[config.mk]
export PLATFORM = sky130hd
export DESIGN_NAME = rr_encoder_arbiter
export DESIGN_NICKNAME = d
export VERILOG_FILES = /design/src/rtl/rr_encoder_arbiter.sv
export SDC_FILE = /design/constraint.sdc
export NUM_CORES = 1
export LEC_CHECK = 0
export CAP_MARGIN = 20
export CORE_UTILIZATION = 40
export DETAILED_ROUTE_END_ITERATION = 7
export SLEW_MARGIN = 20
export SYNTH_ARGS = -nofsm -noshare
export SYNTH_HDL_FRONTEND = slang
export SYNTH_SLANG_ARGS = --single-unit
[constraint.sdc]
create_clock -name clk_i -period 4.9 [get_ports clk_i]
set_input_delay 0.735 -clock clk_i [delete_from_list [all_inputs] [get_ports clk_i]]
set_output_delay 0.735 -clock clk_i [all_outputs]
set_load 0.02 [all_outputs]
[src/rtl/rr_encoder_arbiter.sv]
// Round-robin arbiter for 8 requesters: holds a one-hot grant plus its encoded index until the owner releases.
// Optional forced release after MAX_HOLD cycles when compiled with ARB_TIMEOUT_EN defined.
module rr_encoder_arbiter #(
    parameter int N     = 8,
    parameter int IDX_W = 3
`ifdef ARB_TIMEOUT_EN
    ,
    parameter int MAX_HOLD = 16
`endif
) (
    input  logic             clk_i,
    input  logic             rst_ni,
    input  logic [N-1:0]     req_i,
    output logic [N-1:0]     gnt_o,
    output logic [IDX_W-1:0] gnt_idx_o,
    output logic             valid_o,
    output logic             timeout_o
);

    typedef enum logic {
        IDLE  = 1'b0,
        GRANT = 1'b1
    } state_t;

    state_t           state_q;
    logic [N-1:0]     gnt_q;
    logic [IDX_W-1:0] gnt_idx_q;
    logic             valid_q;
    logic [IDX_W-1:0] ptr_q;

    logic             sel_found_d;
    logic [IDX_W-1:0] sel_idx_d;
    logic [IDX_W-1:0] scan_idx;

    // First set request at the smallest distance from ptr_q, wrapping modulo N.
    always_comb begin
        sel_found_d = 1'b0;
        sel_idx_d   = '0;
        scan_idx    = '0;
        for (int i = 0; i < N; i++) begin
            scan_idx = ptr_q + IDX_W'(i);
            if (!sel_found_d && req_i[scan_idx]) begin
                sel_found_d = 1'b1;
                sel_idx_d   = scan_idx;
            end
        end
    end

`ifdef ARB_TIMEOUT_EN
    logic [4:0] hold_q;
    logic       timeout_q;

    always_ff @(posedge clk_i or negedge rst_ni) begin
        if (!rst_ni) begin
            state_q   <= IDLE;
            gnt_q     <= '0;
            gnt_idx_q <= '0;
            valid_q   <= 1'b0;
            ptr_q     <= '0;
            hold_q    <= '0;
            timeout_q <= 1'b0;
        end else begin
            timeout_q <= 1'b0;
            case (state_q)
                IDLE: begin
                    if (sel_found_d) begin
                        gnt_q     <= N'(1) << sel_idx_d;
                        gnt_idx_q <= sel_idx_d;
                        valid_q   <= 1'b1;
                        hold_q    <= '0;
                        state_q   <= GRANT;
                    end
                end
                GRANT: begin
                    if (!req_i[gnt_idx_q] || (hold_q == 5'(MAX_HOLD - 1))) begin
                        // Released or forced off: owner drops to lowest priority next round.
                        gnt_q     <= '0;
                        valid_q   <= 1'b0;
                        ptr_q     <= gnt_idx_q + IDX_W'(1);
                        timeout_q <= req_i[gnt_idx_q];
                        state_q   <= IDLE;
                    end else begin
                        hold_q <= hold_q + 5'd1;
                    end
                end
                default: state_q <= IDLE;
            endcase
        end
    end

    assign timeout_o = timeout_q;
`else
    always_ff @(posedge clk_i or negedge rst_ni) begin
        if (!rst_ni) begin
            state_q   <= IDLE;
            gnt_q     <= '0;
            gnt_idx_q <= '0;
            valid_q   <= 1'b0;
            ptr_q     <= '0;
        end else begin
            case (state_q)
                IDLE: begin
                    if (sel_found_d) begin
                        gnt_q     <= N'(1) << sel_idx_d;
                        gnt_idx_q <= sel_idx_d;
                        valid_q   <= 1'b1;
                        state_q   <= GRANT;
                    end
                end
                GRANT: begin
                    // Released: owner drops to lowest priority next round.
                    if (!req_i[gnt_idx_q]) begin
                        gnt_q   <= '0;
                        valid_q <= 1'b0;
                        ptr_q   <= gnt_idx_q + IDX_W'(1);
                        state_q <= IDLE;
                    end
                end
                default: state_q <= IDLE;
            endcase
        end
    end

    assign timeout_o = 1'b0;
`endif

    assign gnt_o     = gnt_q;
    assign gnt_idx_o = gnt_idx_q;
    assign valid_o   = valid_q;

endmodule

* Yosys cells after proc, flatten, opt, wreduce, memory -nomap -nowiden
Cells that the tools add are included.
Cells by class: reductions and logical operators 17, add/sub/neg operators 8, bitwise logic cells 2, eq/ne operators 2, magnitude comparators 9, multiplexer cells 43, shift operators 1
Operators with widths (number):
- $lt 3x4->1 const B | 9
- $bmux 1 s3 | 9
- $mux 3 | 8
- $mux 1 | 21
- $mux 8 | 2
- $pmux 8 s2 | 1
- $add 3x3->3 const B | 4
- $shl 1x3->8 const A | 1
- $logic_and 1x1->1 | 7
- $logic_not 1->1 | 7
- $add 3x1->3 const B | 2
- $add 3x2->3 const B | 2
- $reduce_and 2->1 | 3
- $ne 2x2->1 const B | 2
- $pmux 1 s2 | 2
- $not 1->1 | 2
Storage, ports and cells: input bits 10, output and inout port bits 13, register bits after elaboration 16, word-level logic and storage cells 87

* Depth between registers and ports, before layout
Gate-level depths: netlist of run 1.
depth in word-level cells 27, gate-level depth with buffers 13, depth with buffers taken out 10

* Worst setup path before layout of run 1
OpenSTA, ideal clock, no wires.
path type flip-flop to flip-flop, start point reg ptr_q[1], end point reg gnt_q[0] (netlist: gnt_o[0]), arrival 3353 ps, clock period less this slack 3474 ps, required time 4779 ps, library setup time 121 ps, buffers on the path 3, cell stages (with the launch flop) 14, setup slack 1426 ps, cells stage by stage dfrtp_1 buf_6 buf_2 inv_1 ha_1 buf_6 mux2_2 mux4_2 or3_4 a21boi_4 o21ai_1 and4b_1 a211o_1 a22o_1
Between the ends: longest elaborated chain between the ends 27, elaborated cells between the ends (all ways) 58, those cells by class add/sub: 7; eq/ne: 1; shift: 1; mux: 34; reduce/logical: 15
Ends and longest elaborated chain:
- start, declared | RTL line 29 | logic [IDX_W-1:0] ptr_q;
- start signal, assigned | RTL line 115 | ptr_q <= gnt_idx_q + IDX_W'(1);
- parallel branches: the longest is 27 deep, another holds $add 3x1->3
- end signal, assigned | RTL line 104 | gnt_q <= N'(1) << sel_idx_d;
- end, declared | RTL line 26 | logic [N-1:0] gnt_q;
Several ways; the timed one is not identified. The select of a mux whose other input is x is not followed. A chain may end at the register's enable or synchronous reset.

* Final worst setup path of run 1
start point reg ptr_q[0], end point reg gnt_q[0] (netlist: gnt_o[0])
The elaborated chain is that of the path after synthesis.

==> metrics.md, run 1 <==
| Metric | Value |
|---|---|
| Final worst-path cycle share | `0.809` |
| Post-Syn Area | `1640 µm²` |
| Fillers | `around 350` |
| CP peak stage delay | `roughly 0.62 ns` |
| Drt first pass iters | `4` |
| Yosys cell types | `48` |
| Number of synthesized flops with an enable pin | `0` |
| TritonCTS Buffers | `3` |
| Total clock sinks | `16` |
| Register bit total from synthesis | `16` |
| Root buffer cell | `clkbuf_8` |
| Routed vias | `~1400` |
| Vias in the first global route | `~1300` |
| TritonCTS clock tree | `yes` |
| CORE AREA | `~3800 µm²` |
| Final hold vios | `0` |
| Worst Max-Slew Pin Slew | `between 0.7 and 0.8 ns` |
| MaxCap Viol Count | `0` |
| PnR Total Power | `~0.0016 W` |
| Clock transition at path regs | `approximately 0.06 ns` |
| Minimum clock period | `roughly 4.0 ns` |
| Leakage | `between 0.7 and 0.8 nW` |
| Worst skew pair latency | `around 0.25 ns` |
| Crit path launch type | `register` |
| Clock skew | `roughly 0.0026 ns` |
| Clock buffer depth | `2` |
| Initial core utilization | `0.431` |
| Area growth syn-to-layout | `17.3%` |
| Mean cell area of the mapped netlist | `10.5 µm²` |
| Post-route ant nets | `0` |
| Post-CTS sizing | `0` |
| Gr ovfl total | `0` |
| Fraction of layout cells with a size suffix above 1 | `0.170` |
| Setup Buffers After CTS | `0` |
| HP Class | `register to register` |
| Peak supply drop | `between 0.4 and 0.5 mV` |
| Storage element area | `roughly 400 µm²` |
| Number of I/O port buffers | `21` |
| DP HPWL | `2960 µm` |
| Die height | `roughly 66 µm` |
| CP arrival | `4.11 ns` |
| Critical path class | `register to register` |
| Slew Viols, Final | `0` |
| Die Area | `approximately 4400 µm²` |
| CP Data Required Time | `a little over 5 ns` |
| Sequential-to-total area share from yosys stat | `0.244` |
| # IOs | `23` |
| Synthesized instance count | `~160` |
| Total negative slack | `0 ns` |
| Antenna cells | `0` |
| Slew headroom | `0.526` |
| Power per cell area | `just over 800 nW/µm²` |
| Syn nets | `between 150 and 200` |
| Vias per std cell | `around 6.1` |
| Rows | `22` |
| Critical path capture point type | `register` |
| Setup violators final | `0` |
| Post-route DRC | `0` |
| Die X | `between 60 and 70 µm` |
| Post-synth ARST share | `1.00` |
| FMAX | `about 0.25 GHz` |
| Prevailing post-synth register cell | `dfrtp_1` |
| Outcome | `finished clean` |
| Routed length per instance | `between 15 and 20 µm` |
| Antenna violations before repair | `0` |
| First-pass GRT wire length | `6640 µm` |
| Post-Route WL | `approximately 3900 µm` |
| Area taken by multi-input logic gates | `1160 µm²` |
| Post-CTS Hold Fix Bufs | `0` |
| Gr usage total | `0.205` |
| Slowest cell on crit path | `mux4_2` |
| Largest net degree at the start of global routing | `19` |
| GP Congestion | `approximately 0.94` |
| YS warnings | `0` |
| Critical path cell sequence | `buf_4, clkinv_1, ha_1, mux4_2, mux2_1, nor2b_1, a21boi_1, o21ai_1, and4b_1, a211o_1, a22o_1` |
| H-tree Lvls | `1` |
| RSZ-0062 raised after global routing | `false` |
| DR iter-0 viols | `45` |
| CP max FO | `15` |
| Final #Nets | `190` |
==> logic make-up after synthesis <==
kind of cell	Yosys count	share of synthesized area
AO/OA/AOI/OAI	44	0.212
AND/OR/NAND/NOR	43	0.134
multiplexers	31	0.309
flip-flops	16	0.244
buffers and inverters	13	0.0481
XOR/XNOR	5	0.0267
adder cells (fa/ha/maj)	3	0.0229
other	1	0.00229
==> cells in the final DEF (no fill, tap or decap), types with 2 or more instances in the layout <==
cell and instances:
a211oi_1 3, mux2_2 6, mux4_2 12, mux2_1 5, mux4_1 2, inv_1 4, o21ai_1 7, dfrtp_1 16
a22o_1 4, nor2_1 11, clkdlybuf4s50_1 21, mux2i_1 6, xnor2_1 2, buf_4 2, xor2_1 3, nand3_1 5
nand2_1 13, o2bb2ai_1 4, o21a_1 3, nor2b_1 3, o21ai_0 3, clkbuf_8 4, a21boi_1 3, ha_1 3
a22oi_1 2, nand2b_1 3, a21oi_1 5
==> Yosys cell counts (2+ instances only) <==
| library cell | n | share of area |
|---|---|---|
| a21oi_1 | 5 | 0.015 |
| mux4_1 | 2 | 0.032 |
| a21boi_1 | 3 | 0.014 |
| xnor2_1 | 2 | 0.011 |
| mux2_2 | 6 | 0.041 |
| a22o_1 | 4 | 0.021 |
| o21a_1 | 3 | 0.014 |
| a211oi_1 | 3 | 0.014 |
| o21ai_0 | 3 | 0.0092 |
| xor2_1 | 3 | 0.016 |
| nand2b_1 | 3 | 0.011 |
| mux4_2 | 12 | 0.17 |
| ha_1 | 3 | 0.023 |
| nand2_1 | 13 | 0.030 |
| a22oi_1 | 2 | 0.0092 |
| nand3_1 | 5 | 0.015 |
| nor2_1 | 11 | 0.025 |
| dfrtp_1 | 16 | 0.24 |
| nor2b_1 | 3 | 0.011 |
| mux2i_1 | 6 | 0.037 |
| o21ai_1 | 7 | 0.021 |
| buf_6 | 3 | 0.021 |
| o2bb2ai_1 | 4 | 0.021 |
| inv_1 | 4 | 0.0092 |
| mux2_1 | 5 | 0.034 |
| buf_2 | 3 | 0.0092 |
==> flip-flops by register name (all words and copies together) (netlist names) <==
register,flops
state_q,1
ptr_q,3
gnt_idx_o,3
valid_o,1
gnt_o,8
==> metrics by stage <==
stage          hold WS [ns]  setup slack (ns)  instance area, µm²  instances   util
2_1_floorplan         0.439              1.43                1640        156      -
3_3_place_gp          0.473             0.968                1870        220  0.491
3_5_place_dp          0.473             0.948                1870        220  0.491
4_1_cts               0.490             0.923                1920        224  0.506
5_1_grt               0.505             0.589                1920        224  0.506
6_report              0.486             0.934                1920        224  0.506
==> final cells by class <==
class                           count  share of cell area
Tap cell                           48              0.0313
Inverter                            6              0.0117
Multi-Input combinational cell    127               0.603
Timing Repair Buffer               23               0.117
Sequential cell                    16               0.208
Clock buffer                        4              0.0286
==> worst paths after layout <==
kind / start / endpoint / slack, ns / cells past startpoint
hold / removal: valid_o / valid_o / 0.49 / 1
setup reg to reg: ptr_q[0] / gnt_o[0] / 0.93 / 11
min in group asynchronous: rst_ni / gnt_o[5] / 0.91 / 1
max in group asynchronous: rst_ni / ptr_q[2] / 3.55 / 1
setup / recovery: ptr_q[0] / gnt_o[0] / 0.93 / 11
hold reg to reg: valid_o / valid_o / 0.49 / 1
==> layer usage <==
| layer | wire [µm] | global-route usage |
|---|---|---|
| met1 | 1840 | 0.290 |
| met2 | 1820 | 0.313 |
| met3 | 186 | 0.0328 |
| met4 | 44 | 0.0745 |
| met5 | 0 | 0 |
==> worst max-delay path: cells and delay by family (launching register included) <==
kind / cells / cell delay, ns
multiplexers: 2 / 0.97
AO/OA/AOI/OAI: 4 / 0.97
adder cells (fa/ha/maj): 1 / 0.59
AND/OR/NAND/NOR: 2 / 0.56
buffers and inverters: 2 / 0.45
flip-flops: 1 / 0.32
==> power breakdown <==
group | switching [W] | total [W] | internal, W
registers | 0.0000578 | 0.000238 | 0.000180
clock network | 0.0000474 | 0.000119 | 0.0000714
logic | 0.000668 | 0.00122 | 0.000549
(Power assumes the default switching activity.)
==> inputs of run 2 (changes only) <==
==> constraint.sdc (replaced) <==
create_clock -name clk_i -period 4.16 [get_ports clk_i]
set_input_delay 0.624 -clock clk_i [delete_from_list [all_inputs] [get_ports clk_i]]
set_output_delay 0.624 -clock clk_i [all_outputs]
set_load 0.02 [all_outputs]
==> run 2 against run 1 <==
  * Combinational power rose by 20%
  * Design area barely moved
  * Sequential power rose by 18%
  * Utilization barely moved
  * Sequential cell count did not move
  * Clock skew fell by 0.00091 ns
  * First-iteration DRC count rose by 140%
  * Critical path type unchanged
  * Largest power group unchanged
==> metrics.md, run 2 (same netlist as run 1, synthesis figures left out) <==
| Metric | Value |
|---|---|
| Placed Area | `1880 µm² (+0.80%)` |
| CORE AREA | `3800 µm² (unchanged)` |
| Post-CTS sizing | `0 (unchanged)` |
| Number of I/O port buffers | `21 (unchanged)` |
| Commonest non-fill, non-tap cell in the layout | `clkdlybuf4s50_1` |
| Antenna cells | `0 (unchanged)` |
| Slew headroom | `0.515 (-0.0115)` |
| Fraction of layout cells with a size suffix above 1 | `0.175 (+0.00469)` |
| RSZ-0062 raised after global routing | `false` |
| Outcome | `finished clean` |
| CP Data Required Time | `4.30 ns (-0.74 ns)` |
| Die X | `66.0 µm (unchanged)` |
| Clock skew | `0.00167 ns (-0.000913 ns)` |
| TritonCTS clock tree | `yes` |
| H-tree Lvls | `1 (unchanged)` |
| # IOs | `23 (unchanged)` |
| Post-route DRC | `0 (unchanged)` |
| R2R depth | `10 (-1)` |
| Area taken by multi-input logic gates | `1160 µm² (unchanged)` |
| Post-route ant nets | `0 (unchanged)` |
| Clock transition at path regs | `0.06 ns (about the same)` |
| WHS | `0.482 ns (-0.00422 ns)` |
| Worst Max-Slew Pin Slew | `0.726 ns (+0.0172 ns)` |
| Routed vias | `1404 (+3.1%)` |
| Reg2reg start | `ptr_q[0]` |
| Gr ovfl total | `0 (unchanged)` |
| Gr usage total | `0.208 (+0.00383)` |
| Slew Viols, Final | `0 (unchanged)` |
| HP Class | `register to register` |
| Largest net degree at the start of global routing | `19 (unchanged)` |
| Die Area | `4350 µm² (unchanged)` |
| Area growth syn-to-layout | `17.4% (about the same)` |
| Worst skew pair latency | `0.25 ns (about the same)` |
| Hold path endpoint | `valid_o` |
| Drt first pass iters | `5 (+1)` |
| Hold path depth | `1 (unchanged)` |
| Crit path launch type | `register` |
| Clock buffer depth | `2 (unchanged)` |
| Leakage | `0.746 nW (+0.33%)` |
| Vias per std cell | `6.24 (+2.6%)` |
| Setup Buffers After CTS | `0 (unchanged)` |
| Post-CTS Hold Fix Bufs | `0 (unchanged)` |
| DP HPWL | `2990 µm (+1.0%)` |
| CP max FO | `10 (-5)` |
| Power per cell area | `964 nW/µm² (+18%)` |
| FF-to-FF End | `gnt_o[1]` |
| Vias in the first global route | `1352 (+0.97%)` |
| Root buffer cell | `clkbuf_8` |
| Post-route design area | `1920 µm² (about the same)` |
| Routed length per instance | `17.5 µm (+0.88%)` |
| Die height | `66.0 µm (unchanged)` |
| Minimum clock period | `3.77 ns (-0.193 ns)` |
| CP arrival | `3.91 ns (-0.20 ns)` |
| Max FFs per register | `8 (unchanged)` |
| Critical path capture point type | `register` |
| DR iter-0 viols | `106 (+140%)` |
| Commonest cells after routing, fill and taps aside | `clkdlybuf4s50_1, dfrtp_1, nand2_1` |
| Fillers | `356 (+0.56%)` |
| Final #Nets | `192 (+1.1%)` |
| Final worst-path cycle share | `0.907 (+0.0975)` |
| First-pass GRT wire length | `6820 µm (+2.6%)` |
| GP Congestion | `0.856 (-8.5%)` |
| Storage element area | `400 µm² (unchanged)` |
| Total negative slack | `0 ns (unchanged)` |
| Total clock sinks | `16 (unchanged)` |
| HP Start | `valid_o` |
| FMAX | `0.265 GHz (+5.1%)` |
| MaxCap Viol Count | `0 (unchanged)` |
| TritonCTS Buffers | `3 (unchanged)` |
| Rows | `22 (unchanged)` |
| Initial core utilization | `0.431 (unchanged)` |
| Antenna violations before repair | `0 (unchanged)` |
| Setup violators final | `0 (unchanged)` |
| Post-Route WL | `3950 µm (+1.3%)` |
| Reg2Reg Setup Slack | `0.39 ns (-0.55 ns)` |
| Critical path class | `register to register` |
| Peak supply drop | `0.503 mV (+15%)` |
| Final hold vios | `0 (unchanged)` |
run 2: through the flow:
step | setup slack (ns) | utilization | instances | power, W
floorplan | 0.686 | - | 156 | 0.00142
global placement | 0.484 | 0.495 | 222 | 0.00171
detailed placement | 0.429 | 0.495 | 222 | 0.00173
CTS | 0.410 | 0.506 | 225 | 0.00185
global route | 0.115 | 0.506 | 225 | 0.00201
finish | 0.388 | 0.506 | 225 | 0.00185
run 2: cell type report:
type	instances	area share
repair buffers	25	0.125
flip-flops and latches	16	0.208
well taps	48	0.0312
clock buffers	3	0.0215
inverters	6	0.0117
multi-input cells	127	0.602
run 2: how the worst max path moves through the flow:
stage	endpoint	slack (ns)	depth (start not counted)	start
after detailed placement	gnt_o[1]	0.43	9	req_i[6]
after floorplan	gnt_o[0]	0.69	13	ptr_q[1]
after global routing	gnt_o[1]	0.11	10	ptr_q[0]
after CTS	gnt_o[1]	0.41	10	ptr_q[0]
final	gnt_o[1]	0.39	10	ptr_q[0]
after global placement	gnt_o[0]	0.48	10	req_i[2]
run 2: power breakdown:
part	switching, W	internal (W)	total, W
logic	0.000789	0.000668	0.00146
clock network	0.0000517	0.0000643	0.000116
registers	0.0000691	0.000212	0.000282
run 2: worst max-delay path: stages, from the launching register on:
cell and delay, ns:
dfrtp_1 0.35, clkinv_1 0.19, ha_1 0.59, mux4_2 0.62
mux2_1 0.35, nor2b_1 0.32, a21boi_1 0.32, o21ai_1 0.12
and4b_1 0.24, a211o_1 0.33, a22o_1 0.22
run 2: metal layers:
layer	vias up	GRT usage	wire length [µm]
li1	652	-	-
met1	701	0.289	1870
met2	44	0.321	1830
met3	7	0.0397	174
met4	0	0.0771	68
met5	-	0	0
==> inputs of run 3 (changes only) <==
--- a/config.mk
+++ b/config.mk
@@ -5,9 +5,13 @@
 export SDC_FILE = /design/constraint.sdc
 export NUM_CORES = 1
 export LEC_CHECK = 0
-export CAP_MARGIN = 20
+export CAP_MARGIN = 40
+export CELL_PAD_IN_SITES_DETAIL_PLACEMENT = 0
+export CELL_PAD_IN_SITES_GLOBAL_PLACEMENT = 1
 export CORE_UTILIZATION = 40
 export DETAILED_ROUTE_END_ITERATION = 7
+export GPL_ROUTABILITY_DRIVEN = 0
+export PLACE_DENSITY_LB_ADDON = 0.1
 export SLEW_MARGIN = 20
 export SYNTH_ARGS = -nofsm -noshare
 export SYNTH_HDL_FRONTEND = slang
==> run 3 against run 2 <==
  * Final cell count is 0.89% higher
  * Sequential share of layout area is 0.23 points lower
  * Sequential power hardly changed
  * Non-clock buffer count is 1 higher
  * First-iteration DRC count is 41% lower
  * Clock-buffer cell count is 1 higher
  * Highest routed layer unchanged
  * Utilization is 0.56 points higher
  * Critical path type unchanged
  * Largest cell class unchanged
  * Sequential cell count stayed put
  * Clock skew hardly changed
==> metrics.md, run 3 (same netlist as run 1, synthesis figures left out) <==
| Metric | Value |
|---|---|
| HP Class | `register to register` |
| Slew Viols, Final | `0 (unchanged)` |
| Post-CTS Hold Fix Bufs | `0 (unchanged)` |
| Final #Nets | `193 (+0.52%)` |
| MaxCap Viol Count | `0 (unchanged)` |
| Die X | `66.0 µm (unchanged)` |
| Placed Area | `1890 µm² (+0.40%)` |
| Rows | `22 (unchanged)` |
| Final worst-path cycle share | `0.883 (-0.0238)` |
| Peak supply drop | `0.463 mV (-7.9%)` |
| PnR Total Power | `0.00189 W (+2.1%)` |
| Fillers | `348 (-2.2%)` |
| CP Data Required Time | `4.30 ns (about the same)` |
| Critical path cell sequence | `clkinv_1, ha_1, mux2_2, mux4_2, or3_4, a21boi_4, o21ai_1, and4b_1, a211o_1, a22o_1` |
| Clock transition at path regs | `0.06 ns (about the same)` |
| R2R depth | `10 (unchanged)` |
| CP max FO | `10 (unchanged)` |
| Gr usage total | `0.201 (-0.00698)` |
| Antenna violations before repair | `0 (unchanged)` |
| Commonest cells after routing, fill and taps aside | `clkdlybuf4s50_1, dfrtp_1, nand2_1` |
| H-tree Lvls | `1 (unchanged)` |
| Reg2reg start | `ptr_q[0]` |
| Die Area | `4350 µm² (unchanged)` |
| Slew headroom | `0.507 (-0.00750)` |
| Initial core utilization | `0.431 (unchanged)` |
| Area taken by multi-input logic gates | `1160 µm² (unchanged)` |
| Setup violators final | `0 (unchanged)` |
| # IOs | `23 (unchanged)` |
| Commonest non-fill, non-tap cell in the layout | `clkdlybuf4s50_1` |
| Post-Layout Cell Count | `227 (+0.89%)` |
| Setup Buffers After CTS | `0 (unchanged)` |
| Total clock sinks | `16 (unchanged)` |
| DP HPWL | `3040 µm (+1.7%)` |
| Final hold vios | `0 (unchanged)` |
| RSZ-0062 raised after global routing | `false` |
| DR iter-0 viols | `63 (-41%)` |
| Worst skew pair latency | `0.25 ns (about the same)` |
| Outcome | `finished clean` |
| Vias in the first global route | `1342 (-0.74%)` |
| FMAX | `0.272 GHz (+2.7%)` |
| Clock skew | `0.00126 ns (-0.000413 ns)` |
| Critical path capture point type | `register` |
| Power per cell area | `974 nW/µm² (+0.95%)` |
| Total negative slack | `0 ns (unchanged)` |
| TritonCTS clock tree | `yes` |
| Gr ovfl total | `0 (unchanged)` |
| Post-route design area | `1940 µm² (+1.1%)` |
| Met3 Routed Length | `172 µm (-1.1%)` |
| TritonCTS Buffers | `3 (unchanged)` |
| Post-Route WL | `3970 µm (+0.68%)` |
| Storage element area | `400 µm² (unchanged)` |
| HP Start | `gnt_o[4]` |
| Die height | `66.0 µm (unchanged)` |
| Max FFs per register | `8 (unchanged)` |
| Critical path class | `register to register` |
| Routed length per instance | `17.5 µm (-0.20%)` |
| FF-to-FF End | `gnt_o[0]` |
| Metal2 WL | `1870 µm (+2.3%)` |
| First-pass GRT wire length | `6640 µm (-2.6%)` |
| Area growth syn-to-layout | `18.7%` |
| # placed instances | `223 (+0.45%)` |
| Root buffer cell | `clkbuf_8` |
| Largest net degree at the start of global routing | `19 (unchanged)` |
| Worst Max-Slew Pin Slew | `0.737 ns (+0.0112 ns)` |
| DR top layer | `met4` |
| Vias per std cell | `6.01 (-3.6%)` |
| Antenna cells | `0 (unchanged)` |
| M1 WL | `1880 µm (+0.48%)` |
| Routed vias | `1365 (-2.8%)` |
| Leakage | `0.758 nW (+1.7%)` |
| Hold path depth | `2 (+1)` |
| Drt first pass iters | `4 (-1)` |
| Reg2Reg Setup Slack | `0.49 ns (+0.10 ns)` |
| Slowest cell on crit path | `ha_1` |
| Hold path endpoint | `gnt_o[4]` |
| Number of I/O port buffers | `21 (unchanged)` |
| Post-CTS sizing | `0 (unchanged)` |
| CORE AREA | `3800 µm² (unchanged)` |
| Clock buffer depth | `2 (unchanged)` |
| CP peak stage delay | `0.57 ns (-0.05 ns)` |
| Crit path launch type | `register` |
| Minimum clock period | `3.67 ns (-0.0990 ns)` |
| Post-route ant nets | `0 (unchanged)` |
| Post-route DRC | `0 (unchanged)` |
| CP arrival | `3.81 ns (-0.10 ns)` |
| Fraction of layout cells with a size suffix above 1 | `0.184 (+0.00922)` |
[run 3: cell count changes in the layout (fill, tap and decap cells not counted)]
cell,previous run,this run
clkbuf_8,3,4
buf_4,4,5
[run 3: worst max-delay path, delay by kind of cell (launching register included)]
family                     cells  cell delay [ns]
AOI/OAI and AO/OA              4             0.96
adders and majority gates      1             0.57
buffers and inverters          1             0.17
DFF                            1             0.35
muxes                          2             0.85
and+or+nand+nor                2             0.66
[run 3: power by group]
part	switching [W]	leakage (nW)	internal, W
combinational	0.000795	0.529	0.000679
clock	0.0000537	0.0288	0.0000839
sequential	0.0000691	0.200	0.000212
[run 3: cell type report]
cell class / instances / share of cell area
Multi-Input combinational cell: 127 / 0.596
Inverter: 6 / 0.0116
Timing Repair Buffer: 26 / 0.127
Tap cell: 48 / 0.0309
Clock buffer: 4 / 0.0283
Sequential cell: 16 / 0.206
[run 3: how the worst max path moves through the flow]
| stage | start | to | slack, ns |
|---|---|---|---|
| global placement | req_i[6] | gnt_o[0] | 0.44 |
| detailed placement | req_i[6] | gnt_o[0] | 0.45 |
| floorplan | ptr_q[1] | gnt_o[0] | 0.69 |
| global route | ptr_q[0] | gnt_o[1] | 0.32 |
| finish | ptr_q[0] | gnt_o[0] | 0.49 |
| CTS | ptr_q[0] | gnt_o[0] | 0.52 |
[run 3: stage by stage]
step | setup WS (ns) | utilization | hold slack [ns]
after detailed placement | 0.453 | 0.497 | 0.485
after CTS | 0.515 | 0.512 | 0.499
final | 0.487 | 0.512 | 0.491
after global routing | 0.325 | 0.512 | 0.526
after global placement | 0.442 | 0.497 | 0.469
after floorplan | 0.686 | - | 0.328
[run 3: metal layers]
metal  global-route usage  vias to the layer above
met4               0.0452                        0
met1                0.278                      661
li1                     -                      654
met3               0.0483                        6
met5                    0                        -
met2                0.318                       44
